[src/rtl/lpdi_wta_lrcheck.sv]
// lpdi_wta_lrcheck: pipelined winner-takes-all over the left and right
// aggregated cost volumes followed by a left-right consistency check.
// One disparity per advance (en && pixelEN), latency DISP_W+1 advances.
// Optional: define LPDI_WTA_COST_OUT_EN to add min_cost_out (winning left cost).
module lpdi_wta_lrcheck #(
  parameter int MAXDISPARITY = 64,
  parameter int LPDI_WIDTH   = 8,
  parameter int INPUTDATAWID = 513,
  parameter int DISP_W       = 6,
  parameter int COL_W        = 11,
  parameter int LR_THRESH    = 1
) (
  input  logic                    clk,
  input  logic                    rst_n,
  input  logic                    en,
  input  logic                    pixelEN,
  input  logic                    sof_in,
  input  logic                    eol_in,
  input  logic [INPUTDATAWID-1:0] LPDiLeft_in,
  input  logic [INPUTDATAWID-1:0] LPDiRight_in,
  output logic [DISP_W-1:0]       disp_out,
  output logic                    disp_valid,
  output logic                    pix_valid,
  output logic                    sof_out,
  output logic                    eol_out
`ifdef LPDI_WTA_COST_OUT_EN
  ,
  output logic [LPDI_WIDTH-1:0]   min_cost_out
`endif
);

  localparam int LAT   = DISP_W + 1;
  localparam int NNODE = MAXDISPARITY - 1;

  typedef struct packed {
    logic [LPDI_WIDTH-1:0] cost;
    logic [DISP_W-1:0]     idx;
  } node_t;

  logic adv;
  assign adv = en && pixelEN;

  // Tree nodes in heap order: level l occupies [lvl_off(l) +: MAXDISPARITY>>(l+1)].
  node_t l_q [NNODE];
  node_t r_q [NNODE];

  function automatic int unsigned lvl_off(input int unsigned l);
    return int'(MAXDISPARITY) - (int'(MAXDISPARITY) >> l);
  endfunction

  // Left operand always carries the smaller index, so ties keep it.
  function automatic node_t pick(input node_t a, input node_t b);
    return (b.cost < a.cost) ? b : a;
  endfunction

  function automatic node_t leaf(input logic [INPUTDATAWID-1:0] v, input int unsigned k);
    node_t r;
    r.cost = v[k*LPDI_WIDTH +: LPDI_WIDTH];
    r.idx  = DISP_W'(k);
    return r;
  endfunction

  // WTA reduction trees, one registered level per compare stage.
  always_ff @(posedge clk) begin
    if (!rst_n) begin
      for (int unsigned i = 0; i < NNODE; i++) begin
        l_q[i] <= '0;
        r_q[i] <= '0;
      end
    end else if (adv) begin
      for (int unsigned n = 0; n < MAXDISPARITY/2; n++) begin
        l_q[n] <= pick(leaf(LPDiLeft_in, 2*n),  leaf(LPDiLeft_in, 2*n+1));
        r_q[n] <= pick(leaf(LPDiRight_in, 2*n), leaf(LPDiRight_in, 2*n+1));
      end
      for (int unsigned l = 1; l < DISP_W; l++) begin
        for (int unsigned n = 0; n < (MAXDISPARITY >> (l+1)); n++) begin
          l_q[lvl_off(l)+n] <= pick(l_q[lvl_off(l-1)+2*n], l_q[lvl_off(l-1)+2*n+1]);
          r_q[lvl_off(l)+n] <= pick(r_q[lvl_off(l-1)+2*n], r_q[lvl_off(l-1)+2*n+1]);
        end
      end
    end
  end

  // cnt_q holds the column of the next pixel; eol forces it back to 0.
  logic [COL_W-1:0] cnt_q;
  logic [COL_W-1:0] col_cur;
  logic [COL_W-1:0] col_inc;
  logic [COL_W-1:0] col_q [DISP_W];

  assign col_cur = sof_in ? '0 : cnt_q;
  assign col_inc = (&col_cur) ? col_cur : col_cur + 1'b1;

  // Column counter and its delay line aligned with the tree levels.
  always_ff @(posedge clk) begin
    if (!rst_n) begin
      cnt_q <= '0;
      for (int unsigned i = 0; i < DISP_W; i++) col_q[i] <= '0;
    end else if (adv) begin
      cnt_q    <= eol_in ? '0 : col_inc;
      col_q[0] <= col_cur;
      for (int unsigned i = 1; i < DISP_W; i++) col_q[i] <= col_q[i-1];
    end
  end

  // Fill marker plus sof/eol delay lines, LAT stages each.
  logic [LAT-1:0] fill_q;
  logic [LAT-1:0] sof_q;
  logic [LAT-1:0] eol_q;

  always_ff @(posedge clk) begin
    if (!rst_n) begin
      fill_q <= '0;
      sof_q  <= '0;
      eol_q  <= '0;
    end else if (adv) begin
      fill_q <= {fill_q[LAT-2:0], 1'b1};
      sof_q  <= {sof_q[LAT-2:0], sof_in};
      eol_q  <= {eol_q[LAT-2:0], eol_in};
    end
  end

  assign pix_valid = fill_q[LAT-1];
  assign sof_out   = sof_q[LAT-1];
  assign eol_out   = eol_q[LAT-1];

  // Check stage inputs: tree winners and the right-disparity history.
  node_t lw;
  node_t rw;
  logic [DISP_W-1:0] hist_q [MAXDISPARITY-1];
  logic [DISP_W-1:0] dr_sel;
  logic [DISP_W-1:0] diff;
  logic              range_ok;
  logic              lr_ok;
  logic              valid;

  assign lw = l_q[NNODE-1];
  assign rw = r_q[NNODE-1];

  // LR consistency: compare dL against the right winner dL pixels back.
  always_comb begin
    dr_sel   = (lw.idx == '0) ? rw.idx : hist_q[lw.idx - 1'b1];
    diff     = (lw.idx >= dr_sel) ? (lw.idx - dr_sel) : (dr_sel - lw.idx);
    lr_ok    = int'(diff) <= LR_THRESH;
    range_ok = col_q[DISP_W-1] >= COL_W'(lw.idx);
    // Fill bubbles after reset never report a valid disparity.
    valid    = fill_q[DISP_W-1] && range_ok && lr_ok;
  end

  // Past right winners; hist_q[0] is the previous pixel's dR.
  always_ff @(posedge clk) begin
    if (!rst_n) begin
      for (int unsigned i = 0; i < MAXDISPARITY-1; i++) hist_q[i] <= '0;
    end else if (adv) begin
      hist_q[0] <= rw.idx;
      for (int unsigned i = 1; i < MAXDISPARITY-1; i++) hist_q[i] <= hist_q[i-1];
    end
  end

  logic [DISP_W-1:0] disp_q;
  logic              dv_q;

  // Registered check-stage outputs.
  always_ff @(posedge clk) begin
    if (!rst_n) begin
      disp_q <= '0;
      dv_q   <= 1'b0;
    end else if (adv) begin
      disp_q <= valid ? lw.idx : '0;
      dv_q   <= valid;
    end
  end

  assign disp_out   = disp_q;
  assign disp_valid = dv_q;

`ifdef LPDI_WTA_COST_OUT_EN
  logic [LPDI_WIDTH-1:0] cost_q;

  // Winning left cost, saturated to all-ones for rejected pixels.
  always_ff @(posedge clk) begin
    if (!rst_n) begin
      cost_q <= '0;
    end else if (adv) begin
      cost_q <= valid ? lw.cost : '1;
    end
  end

  assign min_cost_out = cost_q;
`endif

  logic unused_bits;
  assign unused_bits = ^{LPDiLeft_in[INPUTDATAWID-1], LPDiRight_in[INPUTDATAWID-1],
                         rw.cost, lw.cost};

endmodule

[config.mk]
export PLATFORM = sky130hd
export DESIGN_NAME = lpdi_wta_lrcheck
export DESIGN_NICKNAME = d
export VERILOG_FILES = /design/src/rtl/lpdi_wta_lrcheck.sv
export SDC_FILE = /design/constraint.sdc
export NUM_CORES = 2
export LEC_CHECK = 0
export BUFFER_PORTS_ARGS = -buffer_cell sky130_fd_sc_hd__buf_4
export CORE_MARGIN = 2
export CORE_UTILIZATION = 29
export DETAILED_ROUTE_END_ITERATION = 8
export MAX_ROUTING_LAYER = met4
export PLACE_DENSITY = 0.48
export SLEW_MARGIN = 20
export SYNTH_ARGS = -nofsm -noshare
export SYNTH_HDL_FRONTEND = slang
export SYNTH_SLANG_ARGS = --single-unit
export TNS_END_PERCENT = 5
[constraint.sdc]
create_clock -name clk -period 65.4 [get_ports clk]
set_input_delay 3.27 -clock clk [delete_from_list [all_inputs] [get_ports clk]]
set_output_delay 3.27 -clock clk [all_outputs]
set_load 0.05 [all_outputs]
# After elaboration in Yosys (flattened, before gate mapping)

Memory sizes are Yosys's and may differ from the RTL's.
Cells that the tools add are included.

Register bits: 39
Latch bits: 0
RAM bits: 2208
ROM bits: 0
Bits of input ports: 1032
Output and inout bits: 10
Logic and storage cells: 674
Memories kept: 4

Add/sub/neg operators: 4
Multiply operators: 0
Div/mod/pow operators: 0
Magnitude comparators: 129
Equality and inequality tests: 0
Shift-type cells: 0
Mux-type cells: 331
Bitwise operators: 195
Reductions and logical operators: 5

Memory list:

| name   | depth | width | read ports | clocked after Yosys merged registers in | wr ports | RTL line | text |
|---|---|---|---|---|---|---|---|
| l_q    | 63    | 14    | 63         | 0                                       | 63       | 44       | `node_t l_q [NNODE];` |
| r_q    | 63    | 14    | 63         | 0                                       | 63       | 45       | `node_t r_q [NNODE];` |
| hist_q | 63    | 6     | 63         | 0                                       | 63       | 129      | `logic [DISP_W-1:0] hist_q [MAXDISPARITY-1];` |
| col_q  | 6     | 11    | 6          | 0                                       | 6        | 88       | `logic [COL_W-1:0] col_q [DISP_W];` |

Operator list:

| cell                  | number |
|---|---|
| $mux 14               | 252 |
| $lt 8x8->1            | 126 |
| $mux 6                | 66 |
| $or 1x1->1            | 195 |
| $mux 11               | 9 |
| $sub 6x6->6           | 2 |
| $add 11x1->11 const B | 1 |
| $ge 11x6->1           | 1 |
| $reduce_and 11->1     | 1 |
| $ge 6x6->1            | 1 |
| $le 6x1->1 const B    | 1 |
| $logic_not 6->1       | 1 |
| $sub 6x1->6 const B   | 1 |
| $mux 1                | 4 |
| $logic_and 1x1->1     | 3 |

# Depth between registers and ports, before layout

An unclocked memory read counts as a cell.

Depth in word-level cells: 8
Gate-level depth with buffers: 25
Depth with buffers taken out: 19

# Worst setup path after synthesis

Ideal clock, no wire load.

Path type: input port to flip-flop
Start: input rst_n
End: memory col_q[0][0], enable pin
Setup time: 13158 ps
Data arrival time: 34742 ps
Data required time: 52242 ps
Path slack: 17500 ps
Cell stages on the path: 3
Path buffers: 1
Cells stage by stage: clkbuf_1 and2_1 clkinv_1

RTL lines:

| element            | RTL line | text |
|---|---|---|
| start: declaration | 14       | `input logic rst_n,` |
| end: declaration   | 88       |  |

==> summary.md <==
| Metric | Value |
|---|---|
| Outcome | `completed` |
| Clock share of power | `34.8%` |
| Root buffer cell | `clkbuf_16` |
| PortBufs | `1,039` |
| Initial core utilization | `29.2%` |
| Min-delay worst type | `reg -> reg` |
| Cell internal pwr | `roughly 2.4 mW` |
| Iter 0 DRT Violations | `4,037` |
| Critical path origin | `rst_n` |
| Post-Syn Area | `104,000 um2` |
| Num CTS Buffers | `around 210` |
| Total power | `3.39 mW` |
| Synth warn | `0` |
| CTS tree | `yes` |
| Slew HR | `23.9%` |
| Crit Path Class | `in -> reg` |
| Gpl congestion | `0.888` |
| Insertion delay to the later sink of the worst-skew pair | `890 ps` |
| Synth cell types | `59` |
| Vias in the first global route | `approximately 70k` |
| DRC | `0` |
| Tmin final | `8290 ps` |
| Core Area | `356,000 um2` |
| Most common cell in the netlist | `nand2_1` |
| Final Cycle Share | `between 10 and 15%` |
| # setup viols final | `0` |
| FF-to-FF path depth | `19` |
| Ys async rst share | `0%` |
| Startpoint type of the worst setup path | `input port` |
| Layout cells sized above 1 | `15.2%` |
| Post-synth top area share | `around half` |
| Crit path required time | `65,880 ps` |
| Post-synth top flop | `edfxtp_1` |
| Switch share | `28.4%` |
| Worst-path fanout max | `128` |
| Via density per instance | `4.56` |
| Final WL | `276,000 um` |
| Io pins | `between 1k and 1.5k` |
| Hold-critical path depth | `2` |
| Post-cts sizing count | `0` |
| First-pass GRT wire length | `420,000 um` |
| Count of flip-flops with a built-in enable after synthesis | `1,728` |
| RSZ-0062 raised after global routing | `false` |
| R2R setup slack | `59,310 ps` |
| Setup WS post-layout | `57,110 ps` |
| Worst-case clock buffer depth | `4` |
| CTS clk-pin slew, worst paths | `60 ps` |
| Syn nets | `roughly 11k` |
| Slew @ Worst Pin | `between 1000 and 1500 ps` |
| Worst vdd ir | `0.0227 mV` |
| Worst reg2reg path endpoint | `disp_out[4]$_SDFFE_PN0P_` |
| Max-slew violations | `0` |
| Combinational fraction of design power | `22.1%` |
| Hold Buf Count CTS | `0` |
| Final Hold Viols | `0` |
| R2R Path Start | `l_q[1][421]$_SDFFCE_PN0P_` |
| Critical path arrival | `8770 ps` |
| Worst Skew | `71.1 ps` |
| Yosys reg bits | `1,768` |
| Setup bufs post-CTS | `0` |
| Pre-CTS WS | `56,140 ps` |
| Sequential power share | `a little over two fifths` |
| Layout area overhead | `19.1%` |
| Setup TNS | `0 ps` |
| Post-synthesis cell count | `9,551` |
| DR vias | `70.0k` |
| Commonest cells in the netlist | `nand2_1 (2,331), edfxtp_1 (1,728), mux2i_1 (1,149)` |
| Depth of the CTS H-tree | `4` |
| Synth Area per Inst | `10.9 um2` |
| Row cnt | `219` |
| Fmax | `121 MHz` |
| Final HPWL DP | `207,000 um` |
| Post-synth top area cell | `edfxtp_1` |
| First-pass DRT Iterations | `6` |
| Die span in x | `602 um` |
| Pwr Density | `27.4 nW/um2` |
| Sink Count | `1,768` |
| Area contributors post-synth | `edfxtp_1 (50%), mux2i_1 (11%), ha_1 (11%)` |
| Die area | `363,000 um2` |
| Setup crit end | `r_q[0][180]$_DFFE_PP_` |
| Aggregate global-route resource usage | `roughly 15%` |
| Overflow after GRT | `0` |
| Register area share after synthesis | `about half` |
| Nets | `between 10k and 15k` |
| Max_cap viols | `0` |
| Antenna Nets Post-Route | `0` |
| CP Capture Type | `flop` |
| Leak | `roughly 52 nW` |
| Chip height | `602 um` |
| Initial antenna violation count | `29` |
| WL/cell | `18.0 um` |
| Largest net degree at the start of global routing | `around 260` |
| Sw Pwr | `962 uW` |
## sequential cells by signal, summed over array words and instances, names as in the netlist
register	flops
cnt_q	11
col_q	66
disp_out	6
disp_valid	1
eol_q	7
fill_q	7
hist_q	378
l_q	643
r_q	642
sof_q	7
## through the flow
stage	util (%)	cells	instance area [um2]	hold WS (ps)
global placement	32.7	15000	116000	431
CTS	34.7	15300	123000	448
global route	34.7	15400	124000	451
finish	34.7	15400	124000	442
detailed placement	32.7	15000	117000	438
floorplan	-	9551	104000	423
## cell usage in the layout, fill, tap and decap left out, types with 19 or more instances in the layout
master / count
nand2_1: 2330
edfxtp_1: 1728
mux2i_1: 1149
buf_4: 1124
inv_1: 924
ha_1: 901
and2_1: 443
nor2_1: 259
clkbuf_16: 211
a21oi_1: 201
a21o_1: 147
o21a_1: 144
nand2b_1: 134
a2111oi_0: 128
nor2b_1: 118
o211ai_1: 111
mux4_2: 102
a21oi_2: 52
dfxtp_1: 40
clkinv_1: 39
clkbuf_1: 37
o21ai_0: 33
clkinv_2: 30
a22o_1: 28
bufinv_16: 24
diode_2: 19
## critical path: stages
cell and delay (ps):
buf_8 210, and2_2 310, buf_4 250, inv_8 660
buf_4 820, buf_4 680, buf_4 680, buf_4 680
buf_4 760
## layer usage
layer / up-vias / share of wire, % / global-route usage, % / wire length, um
li1: 34900 / - / - / -
met1: 33600 / 44 / 18.8 / 122000
met2: 1085 / 49 / 26.0 / 136000
met3: 350 / 3.6 / 2.16 / 10100
met4: 0 / 2.6 / 4.03 / 7150
met5: - / 0 / - / 0
## logic make-up after synthesis
family,count (synthesis),share of synthesized area [%]
AO/OA/AOI/OAI,879,5.88
XOR/XNOR,5,0.0422
adder cells (fa/ha/maj),904,10.9
buffers and inverters,1404,5.16
flip-flops,1768,50.8
multiplexers,1253,13.3
AND/OR/NAND/NOR,3338,13.9
## power by group through the flow
stage	Sequential, mW	Combinational, mW	Clock, mW
2_1_floorplan	1.55	0.532	0
3_3_place_gp	1.48	0.746	0
3_5_place_dp	1.49	0.760	0
4_1_cts	1.46	0.764	1.22
5_1_grt	1.48	0.840	1.26
6_report	1.46	0.749	1.18
## area by class of cell
type	count	area, um2
diodes	19	47.5
clock buffers	256	5530
clock inverters	124	1370
fillers	35400	232000
inverters	925	3480
multi-input cells	6379	46000
flip-flops and latches	1768	52700
well taps	4751	5940
repair buffers	1131	8560
## worst min-delay path by stage
| stage | start | to | slack, ps |
|---|---|---|---|
| after global routing | col_q[0][3]$_SDFFCE_PN0P_ | col_q[1][3]$_SDFFCE_PN0P_ | 450 |
| after CTS | fill_q[0]$_SDFFE_PN0P_ | fill_q[0]$_SDFFE_PN0P_ | 450 |
| final | fill_q[0]$_SDFFE_PN0P_ | fill_q[0]$_SDFFE_PN0P_ | 440 |
| after floorplan | fill_q[0]$_SDFFE_PN0P_ | fill_q[0]$_SDFFE_PN0P_ | 420 |
| after detailed placement | fill_q[0]$_SDFFE_PN0P_ | fill_q[0]$_SDFFE_PN0P_ | 440 |
| after global placement | fill_q[0]$_SDFFE_PN0P_ | fill_q[0]$_SDFFE_PN0P_ | 430 |
Note: power is estimated with default switching activity, not from simulation.
